[src/rtl/pipeline_hazard_controller_if.sv]
// pipeline_hazard_controller_if: ID/EXE/MEM hazard inputs and pipeline-control outputs
interface pipeline_hazard_controller_if;
  logic [3:0] id_src1_in;
  logic [3:0] id_src2_in;
  logic id_has_src1_in;
  logic id_has_src2_in;
  logic [3:0] exe_dest_in;
  logic exe_wb_en_in;
  logic exe_mem_r_en_in;
  logic branch_taken_in;
  logic [3:0] mem_dest_in;
  logic mem_wb_en_in;
  logic mem_access_in;
  logic mem_ready_in;
  logic use_forwarding_in;
  logic freeze_if_out;
  logic freeze_id_out;
  logic bubble_exe_out;
  logic flush_out;
  logic freeze_all_out;
  logic mem_req_out;
  logic [15:0] stall_count_out;
  modport master (
    output id_src1_in, id_src2_in, id_has_src1_in, id_has_src2_in,
    output exe_dest_in, exe_wb_en_in, exe_mem_r_en_in, branch_taken_in,
    output mem_dest_in, mem_wb_en_in, mem_access_in, mem_ready_in, use_forwarding_in,
    input freeze_if_out, freeze_id_out, bubble_exe_out, flush_out,
    input freeze_all_out, mem_req_out, stall_count_out
  );
  modport slave (
    input id_src1_in, id_src2_in, id_has_src1_in, id_has_src2_in,
    input exe_dest_in, exe_wb_en_in, exe_mem_r_en_in, branch_taken_in,
    input mem_dest_in, mem_wb_en_in, mem_access_in, mem_ready_in, use_forwarding_in,
    output freeze_if_out, freeze_id_out, bubble_exe_out, flush_out,
    output freeze_all_out, mem_req_out, stall_count_out
  );
endinterface

[src/rtl/pipeline_hazard_controller.sv]
// pipeline_hazard_controller: data-hazard stall, branch flush and memory-wait freeze with stall counter
module pipeline_hazard_controller (
  input logic clk,
  input logic rst_n,
  pipeline_hazard_controller_if.slave bus
);
  typedef enum logic [1:0] {RUN = 2'd0, WAIT = 2'd1, DONE = 2'd2} state_t;
  state_t state, state_nxt;
  logic hz_exe, hz_mem, raw_stall, stall, flush, freeze_all;
  logic [15:0] stall_count;
  assign hz_exe = bus.exe_wb_en_in & ((bus.id_has_src1_in & (bus.id_src1_in == bus.exe_dest_in)) |
                                      (bus.id_has_src2_in & (bus.id_src2_in == bus.exe_dest_in)));
  assign hz_mem = bus.mem_wb_en_in & ((bus.id_has_src1_in & (bus.id_src1_in == bus.mem_dest_in)) |
                                      (bus.id_has_src2_in & (bus.id_src2_in == bus.mem_dest_in)));
  assign raw_stall = bus.use_forwarding_in ? (hz_exe & bus.exe_mem_r_en_in) : (hz_exe | hz_mem);
  // memory freeze outranks flush, which outranks the hazard stall
  assign flush = bus.branch_taken_in & ~freeze_all;
  assign stall = raw_stall & ~freeze_all & ~flush;
  always_comb begin
    state_nxt = RUN;
    freeze_all = 1'b0;
    state_nxt = (state == RUN) ? (bus.mem_access_in ? WAIT : RUN) :
                (state == WAIT) ? (bus.mem_ready_in ? DONE : WAIT) : RUN;
    freeze_all = (state == WAIT) | ((state == RUN) & bus.mem_access_in);
  end
  always_ff @(posedge clk or negedge rst_n)
    if (!rst_n) begin
      state <= RUN;
      stall_count <= '0;
    end else begin
      state <= state_nxt;
      if ((freeze_all | stall) && stall_count != 16'hFFFF) stall_count <= stall_count + 16'd1;
    end
  assign bus.freeze_if_out = stall;
  assign bus.freeze_id_out = stall;
  assign bus.bubble_exe_out = stall;
  assign bus.flush_out = flush;
  assign bus.freeze_all_out = freeze_all;
  assign bus.mem_req_out = (state == WAIT);
  assign bus.stall_count_out = stall_count;
endmodule

[src/flat_wrapper.sv]
// flat-port wrapper written by rule: the top's interface ports become plain ports
module pipeline_hazard_controller_flat 
  (clk, rst_n, bus_id_src1_in, bus_id_src2_in, bus_id_has_src1_in, bus_id_has_src2_in, bus_exe_dest_in, bus_exe_wb_en_in, bus_exe_mem_r_en_in, bus_branch_taken_in, bus_mem_dest_in, bus_mem_wb_en_in, bus_mem_access_in, bus_mem_ready_in, bus_use_forwarding_in, bus_freeze_if_out, bus_freeze_id_out, bus_bubble_exe_out, bus_flush_out, bus_freeze_all_out, bus_mem_req_out, bus_stall_count_out);
  pipeline_hazard_controller_if bus_i ();
  input logic clk;
  input logic rst_n;
  input wire logic [$bits(bus_i.id_src1_in)-1:0] bus_id_src1_in;
  input wire logic [$bits(bus_i.id_src2_in)-1:0] bus_id_src2_in;
  input wire logic [$bits(bus_i.id_has_src1_in)-1:0] bus_id_has_src1_in;
  input wire logic [$bits(bus_i.id_has_src2_in)-1:0] bus_id_has_src2_in;
  input wire logic [$bits(bus_i.exe_dest_in)-1:0] bus_exe_dest_in;
  input wire logic [$bits(bus_i.exe_wb_en_in)-1:0] bus_exe_wb_en_in;
  input wire logic [$bits(bus_i.exe_mem_r_en_in)-1:0] bus_exe_mem_r_en_in;
  input wire logic [$bits(bus_i.branch_taken_in)-1:0] bus_branch_taken_in;
  input wire logic [$bits(bus_i.mem_dest_in)-1:0] bus_mem_dest_in;
  input wire logic [$bits(bus_i.mem_wb_en_in)-1:0] bus_mem_wb_en_in;
  input wire logic [$bits(bus_i.mem_access_in)-1:0] bus_mem_access_in;
  input wire logic [$bits(bus_i.mem_ready_in)-1:0] bus_mem_ready_in;
  input wire logic [$bits(bus_i.use_forwarding_in)-1:0] bus_use_forwarding_in;
  output wire logic [$bits(bus_i.freeze_if_out)-1:0] bus_freeze_if_out;
  output wire logic [$bits(bus_i.freeze_id_out)-1:0] bus_freeze_id_out;
  output wire logic [$bits(bus_i.bubble_exe_out)-1:0] bus_bubble_exe_out;
  output wire logic [$bits(bus_i.flush_out)-1:0] bus_flush_out;
  output wire logic [$bits(bus_i.freeze_all_out)-1:0] bus_freeze_all_out;
  output wire logic [$bits(bus_i.mem_req_out)-1:0] bus_mem_req_out;
  output wire logic [$bits(bus_i.stall_count_out)-1:0] bus_stall_count_out;
  assign bus_i.id_src1_in = bus_id_src1_in;
  assign bus_i.id_src2_in = bus_id_src2_in;
  assign bus_i.id_has_src1_in = bus_id_has_src1_in;
  assign bus_i.id_has_src2_in = bus_id_has_src2_in;
  assign bus_i.exe_dest_in = bus_exe_dest_in;
  assign bus_i.exe_wb_en_in = bus_exe_wb_en_in;
  assign bus_i.exe_mem_r_en_in = bus_exe_mem_r_en_in;
  assign bus_i.branch_taken_in = bus_branch_taken_in;
  assign bus_i.mem_dest_in = bus_mem_dest_in;
  assign bus_i.mem_wb_en_in = bus_mem_wb_en_in;
  assign bus_i.mem_access_in = bus_mem_access_in;
  assign bus_i.mem_ready_in = bus_mem_ready_in;
  assign bus_i.use_forwarding_in = bus_use_forwarding_in;
  assign bus_freeze_if_out = bus_i.freeze_if_out;
  assign bus_freeze_id_out = bus_i.freeze_id_out;
  assign bus_bubble_exe_out = bus_i.bubble_exe_out;
  assign bus_flush_out = bus_i.flush_out;
  assign bus_freeze_all_out = bus_i.freeze_all_out;
  assign bus_mem_req_out = bus_i.mem_req_out;
  assign bus_stall_count_out = bus_i.stall_count_out;
  pipeline_hazard_controller u_core (.clk(clk), .rst_n(rst_n), .bus(bus_i));
endmodule
[config.mk]
export PLATFORM = sky130hd
export DESIGN_NAME = pipeline_hazard_controller_flat
export DESIGN_NICKNAME = d
export VERILOG_FILES = /design/src/rtl/pipeline_hazard_controller_if.sv /design/src/rtl/pipeline_hazard_controller.sv /design/src/flat_wrapper.sv
export SDC_FILE = /design/constraint.sdc
export NUM_CORES = 1
export LEC_CHECK = 0
export BUFFER_PORTS_ARGS = -buffer_cell sky130_fd_sc_hd__buf_4
export CAP_MARGIN = 20
export CORE_MARGIN = 2
export CORE_UTILIZATION = 49
export CTS_BUF_LIST = sky130_fd_sc_hd__clkbuf_16
export DETAILED_ROUTE_END_ITERATION = 16
export GPL_TIMING_DRIVEN = 0
export PLACE_DENSITY_LB_ADDON = 0.3
export SETUP_SLACK_MARGIN = 0.15
export SLEW_MARGIN = 20
export SYNTH_ARGS = -nofsm -noshare
export SYNTH_HDL_FRONTEND = slang
export SYNTH_SLANG_ARGS = --single-unit
[constraint.sdc]
create_clock -name clk -period 2.58 [get_ports clk]
set_input_delay 0.645 -clock clk [delete_from_list [all_inputs] [get_ports clk]]
set_output_delay 0.645 -clock clk [all_outputs]
set_load 0.02 [all_outputs]
==> flow_metrics.tcl, run 1 <==
set metrics [dict create \
    status "finished clean" \
    netlist.area_leader.share_pct 34.7 \
    rows 18 \
    synthesis.area_um2 1300 \
    num_io_pins 49 \
    place_ws_ns -0.283 \
    endpoint_kind "primary output" \
    wirelength_mm 3.33 \
    synth.avg_cell_area_um2 10.5 \
    fillers 147 \
    required_ns 1.93 \
    min_path_type "in -> async" \
    grt_pass1_wl_mm 5.24 \
    finalSetupViolations 0 \
    ir_drop_mv 0.644 \
    htreeDepth 1 \
    clock_latency_ns 0.25 \
    power.density_nw_per_um2 615 \
    period_share_pct 99.8 \
    clk_pin_slew_worst_paths_ns 0.05 \
    grt_overflow 0 \
    slew_headroom_pct 67.6 \
    via_count 1137 \
    dp_hpwl_mm 2.32 \
    antenna_found_initial 0 \
    synthCells 124 \
    cts_tree "done" \
    finalCriticalPeriod_ns 2.57 \
    critPathMaxStageDelay_ns 0.18 \
    syn_to_final_growth_pct 51.5 \
    die_area_um2 3070 \
    skew_ns 0.00181 \
    core_area_um2 2500 \
    power.static_leakage_nw 0.862 \
    drc 0 \
    cts.sinks 18 \
    grt_max_degree 19 \
    initial_core_util_pct 51.9 \
    synth_nets 152 \
    cts.path.max_buffers 2 \
    finalWeightedCongestion 0.794 \
    hold_viol_final 0 \
    cts_root_buf "clkbuf_16" \
    holdBufCountCts 0 \
    fmax_ghz 0.388 \
    crit_arrival_ns 1.93 \
    fp.dieH_um 55.4 \
    track_usage_pct 21.4 \
    die_x_um 55.4 \
    rsz0062_at_grt "yes" \
    synth-seq-cells 18 \
    path_class "in -> out" \
    worst_slack_ns 0.00598 \
    crit_fanout 3 \
    layout-drive-gt1-share_pct 50.6 \
    diodes 0 \
    ys_types 37 \
    yosysWarnings 0 \
    cts_buffers 3 \
    synth_area_leaders "dfrtp_1 35%, xnor2_1 15%, o211ai_2 6.8%, mux2_1 4.3%, xor2_1 2.7%" \
    cpMaxStageDelayCell "nor2_2" \
    routedWlPerCell_um 16.0 \
    vias_per_cell 5.47 \
    worstMarginPinSlew_ns 0.482 \
    synth_edf_count 0 \
    nets 208 \
    slew_violations 0 \
    first_pass_iters 4 \
    ys_seq_area_share_pct 34.7 \
    path_cells "buf_8 > xnor2_2 > nand4_1 > nor2_2 > a31oi_4 > a21oi_4 > buf_8 > nor2b_4 > buf_6 > buf_6" \
    synth_top_area_cell "dfrtp_1" \
    synth-main-ff-cell "dfrtp_1" \
    grt_pass1_vias 1154 \
    worstSetupStartpointType "primary input" \
    fin_total_pwr_w 0.00121 \
    final_antenna_net_count 0 \
    synthArstFlopShare_pct 100 \
    maxCapViolations 0 \
    drt_iter0_markers 25 \
    io_buffers 48 \
]
==> worst max-delay path, delay by kind of cell <==
| kind | cells | cell delay (ns) |
|---|---|---|
| AOI/OAI and AO/OA | 2 | 0.22 |
| xor gates and xnor gates | 1 | 0.14 |
| buffers and inverters | 4 | 0.42 |
| and+or+nand+nor | 3 | 0.49 |
==> cell families (layout without fill, tap and decap cells) <==
group	after synthesis	count (layout)	share of synthesized area, %
AND/OR/NAND/NOR	45	45	21.5
buffers and inverters	9	63	4.34
flip-flops	18	18	34.7
adder cells (fa/ha/maj)	1	1	0.965
multiplexers	6	6	5.12
AO/OA/AOI/OAI	19	19	15.7
XOR/XNOR	26	26	17.6
==> path summary, 6_finish.rpt <==
| path | start | to | slack (ns) | cells past startpoint |
|---|---|---|---|---|
| worst min register to register | u_core.bus.stall_count_out[10] | u_core.bus.stall_count_out[10] | 0.50 | 1 |
| min in group clk | u_core.bus.stall_count_out[10] | u_core.bus.stall_count_out[10] | 0.50 | 1 |
| worst max-delay path | bus_id_src1_in[2] | bus_freeze_id_out | 0.006 | 10 |
| worst min-delay path | rst_n | u_core.bus.stall_count_out[2] | 0.26 | 1 |
| worst max register to register | u_core.bus.stall_count_out[0] | u_core.bus.stall_count_out[1] | 0.57 | 7 |
| max in group asynchronous | rst_n | u_core.bus.stall_count_out[9] | 2.12 | 1 |
==> stage by stage <==
step	hold WS, ns	util [%]	instance area (µm²)	setup TNS [ns]	cells
3_3_place_gp	0.494	68.7	1720	-0.554	202
2_1_floorplan	0.349	-	1320	0	124
5_1_grt	0.275	78.6	1960	-0.190	208
6_report	0.259	78.6	1960	0	208
3_5_place_dp	0.487	68.7	1720	-0.769	202
4_1_cts	0.266	75.4	1890	0	206
==> layout by cell type (no fill, tap or decap), drive strengths merged, types with 2 or more instances in the layout <==
cell type | synthesis | final
xor2 | 4 | 4
nor3 | 2 | 2
nor2 | 11 | 11
nand2 | 7 | 7
dfrtp | 18 | 18
mux2 | 5 | 5
and3 | 4 | 4
o211ai | 8 | 8
xnor2 | 22 | 22
o21ai | 5 | 5
a31oi | 2 | 2
clkbuf | 0 | 3
inv | 4 | 4
nand3 | 6 | 6
nor2b | 3 | 3
nand4 | 2 | 2
o2111ai | 2 | 2
and4b | 2 | 2
nand2b | 2 | 2
buf | 5 | 56
and2 | 3 | 3
==> sequential cells by signal, summed over array words and instances, names as in the netlist <==
name / flops
u_core.bus.stall_count_out: 16
u_core.state: 2
==> area by class of cell <==
class	instances	area, µm²	area share, %
plain buffers	4	48.8	2.48
clock buffers	3	75.1	3.82
inverters	4	15.0	0.764
multi-input cells	97	880	44.8
flip-flops and latches	18	450	22.9
well taps	30	37.5	1.91
repair buffers	52	458	23.3
==> repair_timing <==
item	in CTS	in global routing
buffers inserted	2	2
endpoints found under the setup margin	5	3
pin swaps	9	6
gates resized for setup	17	12
==> metal layers <==
metal / share of wire, % / wire length, µm / vias to the layer above / GRT usage (%)
li1: - / - / 545 / -
met1: 38 / 1260 / 541 / 22.5
met2: 55 / 1840 / 45 / 41.2
met3: 4.6 / 154 / 6 / 3.28
met4: 2.4 / 80 / 0 / 9.76
met5: 0 / 0 / - / 0
==> power breakdown <==
group	total (W)	switching [W]	internal (W)
Clock	0.000306	0.000102	0.000204
Sequential	0.000427	0.0000832	0.000343
Combinational	0.000477	0.000244	0.000233
==> cell usage after synthesis (2+ instances only) <==
master     number
xor2_1          4
and4b_1         2
and3_1          3
dfrtp_1        18
buf_4           2
mux2_1          5
nand2_1         6
o2111ai_2       2
xnor2_1        22
buf_6           2
nand3_1         5
nand4_1         2
nor2_1          8
o211ai_2        7
inv_1           4
and2_1          3
nor2b_1         3
nor3_1          2
nand2b_1        2
a31oi_2         2
o21ai_1         4
No activity file was read; power rests on OpenSTA's default activity.
==> inputs of run 2 (changes only) <==
Settings changed: CORE_MARGIN 2 to unset, CORE_UTILIZATION 49 to 51, CTS_BUF_LIST sky130_fd_sc_hd__clkbuf_16 to sky130_fd_sc_hd__clkbuf_2 sky130_fd_sc_hd__clkbuf_4 sky130_fd_sc_hd__clkbuf_8.
==> run 2 against run 1 <==
  * The flow now finishes with violations (negative setup slack)
  * Critical path type unchanged
  * Worst setup slack lost 0.12 ns
  * Largest power group unchanged
  * Sequential share of layout area grew 0.61 points
  * Die area shrank 11%
  * Clock power is 54% lower
  * Non-clock buffer count grew 1
  * Highest routed layer unchanged
  * Routed wire length grew 2.1%
==> flow_metrics.tcl, run 2 (synthesis gave the netlist of run 1 again) <==
set metrics [dict create \
    worstSetupStartpointType "primary input" \
    skew_ns 0.00740 \
    core_area_um2 2300 \
    crit_buf_inv 4 \
    vias_per_cell 5.59 \
    worst_slack_ns -0.112 \
    finalSetupTns_ns -0.278 \
    final_common_cell "buf_4" \
    holdBufCountCts 0 \
    num_io_pins 49 \
    dp_hpwl_mm 2.27 \
    period_share_pct 104 \
    layout_common_cells "41 x buf_4, 18 x dfrtp_1, 14 x buf_6, 13 x xnor2_1, 9 x xnor2_2" \
    initial_core_util_pct 56.4 \
    crit_path_frequent_cell "buf_6" \
    grt_overflow 0 \
    grt_max_degree 19 \
    fp.dieH_um 52.4 \
    reg2reg_depth 7 \
    finalWeightedCongestion 0.785 \
    cpMaxStageDelayCell "xnor2_1" \
    routedWlPerCell_um 16.4 \
    violations "negative setup slack" \
    rows 17 \
    cts.sinks 18 \
    cts_root_buf "clkbuf_4" \
    power.static_leakage_nw 0.844 \
    cts.path.max_buffers 2 \
    clk_pin_slew_worst_paths_ns 0.10 \
    crit_arrival_ns 2.05 \
    endpoint_kind "primary output" \
    finalCriticalPeriod_ns 2.69 \
    diodes 0 \
    syn_to_final_growth_pct 47.6 \
    rrSetupSlack_ns 0.60 \
    grt_pass1_vias 1099 \
    layout-drive-gt1-share_pct 53.1 \
    clock_latency_ns 0.30 \
    hold_viol_final 0 \
    grt_pass1_wl_mm 4.93 \
    power.density_nw_per_um2 542 \
    finalSetupViolations 3 \
    required_ns 1.93 \
    wirelength_mm 3.40 \
    final_antenna_net_count 0 \
    placed_cells 200 \
    cpLargestDelayFamily "simple AND/OR/NAND/NOR gates" \
    final_util_pct 83.3 \
    die_area_um2 2750 \
    largest_reg_flops 16 \
    worstMarginPinSlew_ns 0.461 \
    status "finished with violations" \
    antenna_found_initial 0 \
    first_pass_iters 4 \
    rsz0062_at_grt "yes" \
    die_x_um 52.4 \
    path_cells "buf_4 > xnor2_1 > nand3_1 > nor2_2 > a31oi_4 > a21oi_4 > buf_6 > nor2b_4 > buf_6 > buf_6" \
    io_buffers 48 \
    fmax_ghz 0.372 \
    drt_iter0_markers 24 \
    fillers 127 \
    drc 0 \
    cts_buffers 3 \
    min_path_type "in -> async" \
    ir_drop_mv 0.842 \
    r2r-start "u_core.bus.stall_count_out[0]" \
    track_usage_pct 24.7 \
    cts_tree "done" \
    critPathMaxStageDelay_ns 0.21 \
    nets 209 \
    r2r-end "u_core.bus.stall_count_out[1]" \
    final_cells 207 \
    maxCapViolations 0 \
    crit_fanout 3 \
    slew_violations 0 \
    fin_hold_ws_ns 0.198 \
    path_class "in -> out" \
    via_count 1158 \
    slew_headroom_pct 69.0 \
    htreeDepth 1 \
]
-- run 2: cell types whose count changed in the layout (fill, tap and decap cells not counted), moves of 2 or more --
cell	change
buf_8	-4
buf_4	+2
nor2_1	-2
nor2_2	+2
buf_6	+3
clkbuf_4	+3
clkbuf_16	-3
xnor2_2	+2
-- run 2: worst max-delay path by stage --
stage	from	to	cells after the start
finish	bus_exe_dest_in[2]	bus_freeze_if_out	10
global route	bus_exe_dest_in[2]	bus_freeze_if_out	10
CTS	bus_mem_dest_in[0]	bus_freeze_id_out	9
detailed placement	bus_id_src1_in[0]	bus_freeze_id_out	9
global placement	bus_id_src2_in[2]	bus_freeze_if_out	9
floorplan	bus_id_src2_in[2]	bus_freeze_id_out	7
-- run 2: layout make-up --
class | instances | area (µm²) | share of cell area (%)
Sequential cell | 18 | 450 | 23.5
Tap cell | 28 | 35.0 | 1.83
Clock buffer | 3 | 22.5 | 1.18
Timing Repair Buffer | 53 | 450 | 23.5
Multi-Input combinational cell | 97 | 895 | 46.8
Buffer | 4 | 45.0 | 2.35
Inverter | 4 | 15.0 | 0.785
-- run 2: power by group --
group | internal [W] | total, W | switching [W]
combinational | 0.000232 | 0.000476 | 0.000244
sequential | 0.000342 | 0.000420 | 0.0000773
clock | 0.0000544 | 0.000141 | 0.0000865
-- run 2: repair_timing --
item                       4_1_cts  5_1_grt
buffers inserted                 3        2
hold endpoints to repair         0        0
gates resized for setup         14       14
pin swaps                        9       11
setup endpoints to repair        5        3
-- run 2: stage by stage --
| step | instance area, µm² | worst slack [ns] | power (W) |
|---|---|---|---|
| 4_1_cts | 1830 | -0.00399 | 0.00103 |
| 3_3_place_gp | 1710 | -0.220 | 0.000855 |
| 2_1_floorplan | 1320 | 0.0456 | 0.000685 |
| 6_report | 1910 | -0.112 | 0.00104 |
| 3_5_place_dp | 1710 | -0.268 | 0.000872 |
| 5_1_grt | 1910 | -0.173 | 0.00109 |
-- run 2: per-layer routing --
| layer | vias to the layer above | wire [µm] | track usage [%] |
|---|---|---|---|
| met5 | - | 0 | 0 |
| met4 | 0 | 73 | 5.26 |
| met3 | 8 | 183 | 6.96 |
| met2 | 42 | 1710 | 41.4 |
| met1 | 561 | 1430 | 31.3 |
| li1 | 547 | - | - |
==> inputs of run 3 (changes only) <==
Settings changed: CORE_UTILIZATION 51 to 50, CTS_BUF_LIST sky130_fd_sc_hd__clkbuf_2 sky130_fd_sc_hd__clkbuf_4 sky130_fd_sc_hd__clkbuf_8 to unset.
Clock period 2.58 ns to 3.3 ns, I/O delays scaled along.
==> run 3 against run 2 <==
  * Sequential share of layout area is 2.3 points higher
  * Global-route usage down 3.8 points
  * The run now ends clean
  * Clock skew is 0.0033 ns lower
  * Worst setup slack improved by 0.35 ns
  * Critical endpoint unchanged
  * Cell count is the same
==> flow_metrics.tcl, run 3 (synthesis gave the netlist of run 1 again) <==
set metrics [dict create \
    layout_common_cells "51 x buf_4, 22 x xnor2_1, 18 x dfrtp_1, 8 x nor2_1, 7 x o211ai_2" \
    slew_headroom_pct 55.7 \
    placed_cells 202 \
    status "finished clean" \
    power.static_leakage_nw 0.759 \
    place_ws_ns 0.0811 \
    endpoint_kind "primary output" \
    cts_buffers 3 \
    reg2reg_depth 7 \
    finalWeightedCongestion 0.794 \
    crit_arrival_ns 2.24 \
    skew_ns 0.00410 \
    final_cells 207 \
    cts_tree "done" \
    finalSetupViolations 0 \
    r2r-end "u_core.bus.stall_count_out[1]" \
    routedWlPerCell_um 13.5 \
    maxCapViolations 0 \
    fmax_ghz 0.327 \
    postCtsResizedCells 0 \
    via_count 1114 \
    grt_pass1_vias 1008 \
    clock_latency_ns 0.30 \
    rsz0062_at_grt "no" \
    endpoint "bus_freeze_if_out" \
    fin_area_um2 1740 \
    grt_max_degree 19 \
    die_area_um2 2800 \
    slew_violations 0 \
    htreeDepth 1 \
    holdBufCountCts 0 \
    dpl_cell_area_um2 1700 \
    num_io_pins 49 \
    antenna_found_initial 0 \
    finalSetupTns_ns 0 \
    drc 0 \
    wirelength_mm 2.80 \
    rows 18 \
    initial_core_util_pct 52.8 \
    ir_drop_mv 0.515 \
    worst_slack_ns 0.240 \
    grt_overflow 0 \
    grt_pass1_wl_mm 4.25 \
    die_x_um 52.9 \
    syn_to_final_growth_pct 34.3 \
    final_common_cell "buf_4" \
    crit_fanout 10 \
    track_usage_pct 20.9 \
    clk_pin_slew_worst_paths_ns 0.10 \
    cts.path.max_buffers 2 \
    cts_root_buf "clkbuf_4" \
    power.density_nw_per_um2 469 \
    crit_start "bus_exe_dest_in[1]" \
    final_antenna_net_count 0 \
    core_area_um2 2450 \
    path_class "in -> out" \
    r2r-start "u_core.bus.stall_count_out[0]" \
    worstMarginPinSlew_ns 0.664 \
    cts.sinks 18 \
    diodes 0 \
    finalCriticalPeriod_ns 3.06 \
    worstSetupStartpointType "primary input" \
    fp.dieH_um 52.9 \
    largest_reg_flops 16 \
    fillers 191 \
    fin_total_pwr_w 0.000815 \
    period_share_pct 92.7 \
    vias_per_cell 5.38 \
    first_pass_iters 4 \
    io_buffers 48 \
    nets 206 \
    drt_iter0_markers 19 \
    min_path_type "in -> async" \
    required_ns 2.47 \
    dp_hpwl_mm 2.18 \
    hold_viol_final 0 \
    layout-drive-gt1-share_pct 44.6 \
    rrSetupSlack_ns 1.29 \
]
==> run 3: worst max-delay path, cell delays in order <==
cell	delay, ns
buf_4	0.12
xnor2_1	0.20
nand4_1	0.11
nor2_1	0.12
a31oi_2	0.06
a21oi_4	0.16
buf_6	0.18
nor2b_2	0.19
buf_4	0.12
buf_4	0.12
==> run 3: how the worst min path moves through the flow <==
stage	startpoint	end	slack [ns]	cells past startpoint
after floorplan	rst_n	u_core.bus.stall_count_out[0]	0.53	0
after global placement	u_core.bus.stall_count_out[10]	u_core.bus.stall_count_out[10]	0.49	1
after detailed placement	u_core.bus.stall_count_out[10]	u_core.bus.stall_count_out[10]	0.50	1
after CTS	rst_n	u_core.bus.stall_count_out[14]	0.38	1
after global routing	rst_n	u_core.bus.stall_count_out[11]	0.39	1
final	rst_n	u_core.state[1]	0.38	1
==> run 3: per-layer routing <==
layer / vias to the layer above / GRT usage [%] / routed length, µm
li1: 537 / - / -
met1: 544 / 24.2 / 1180
met2: 29 / 39.7 / 1450
met3: 4 / 2.01 / 136
met4: 0 / 6.58 / 27
met5: - / 0 / 0
==> run 3: power breakdown <==
part | internal (W) | switching (W) | total (W) | leakage, nW
combinational | 0.000167 | 0.000182 | 0.000349 | 0.503
clock | 0.0000673 | 0.0000684 | 0.000136 | 0.0210
sequential | 0.000268 | 0.0000628 | 0.000330 | 0.235
==> run 3: layout make-up <==
cell class	count	area, µm²	share of cell area, %
buffer	5	41.3	2.37
clock buffer	4	36.3	2.08
sequential	18	450	25.9
timing repair buffer	49	368	21.1
inverter	4	15.0	0.863
tap	30	37.5	2.16
multi-input combinational	97	792	45.5
==> run 3: through the flow <==
step	util, %	hold WS (ns)
5_1_grt	70.9	0.393
2_1_floorplan	-	0.529
4_1_cts	70.9	0.381
3_3_place_gp	69.1	0.491
6_report	70.9	0.375
3_5_place_dp	69.1	0.499
==> run 3: repair_timing <==
item,in CTS,in global routing
buffers inserted,1,0
hold endpoints to repair,0,0
endpoints found under the setup margin,2,0
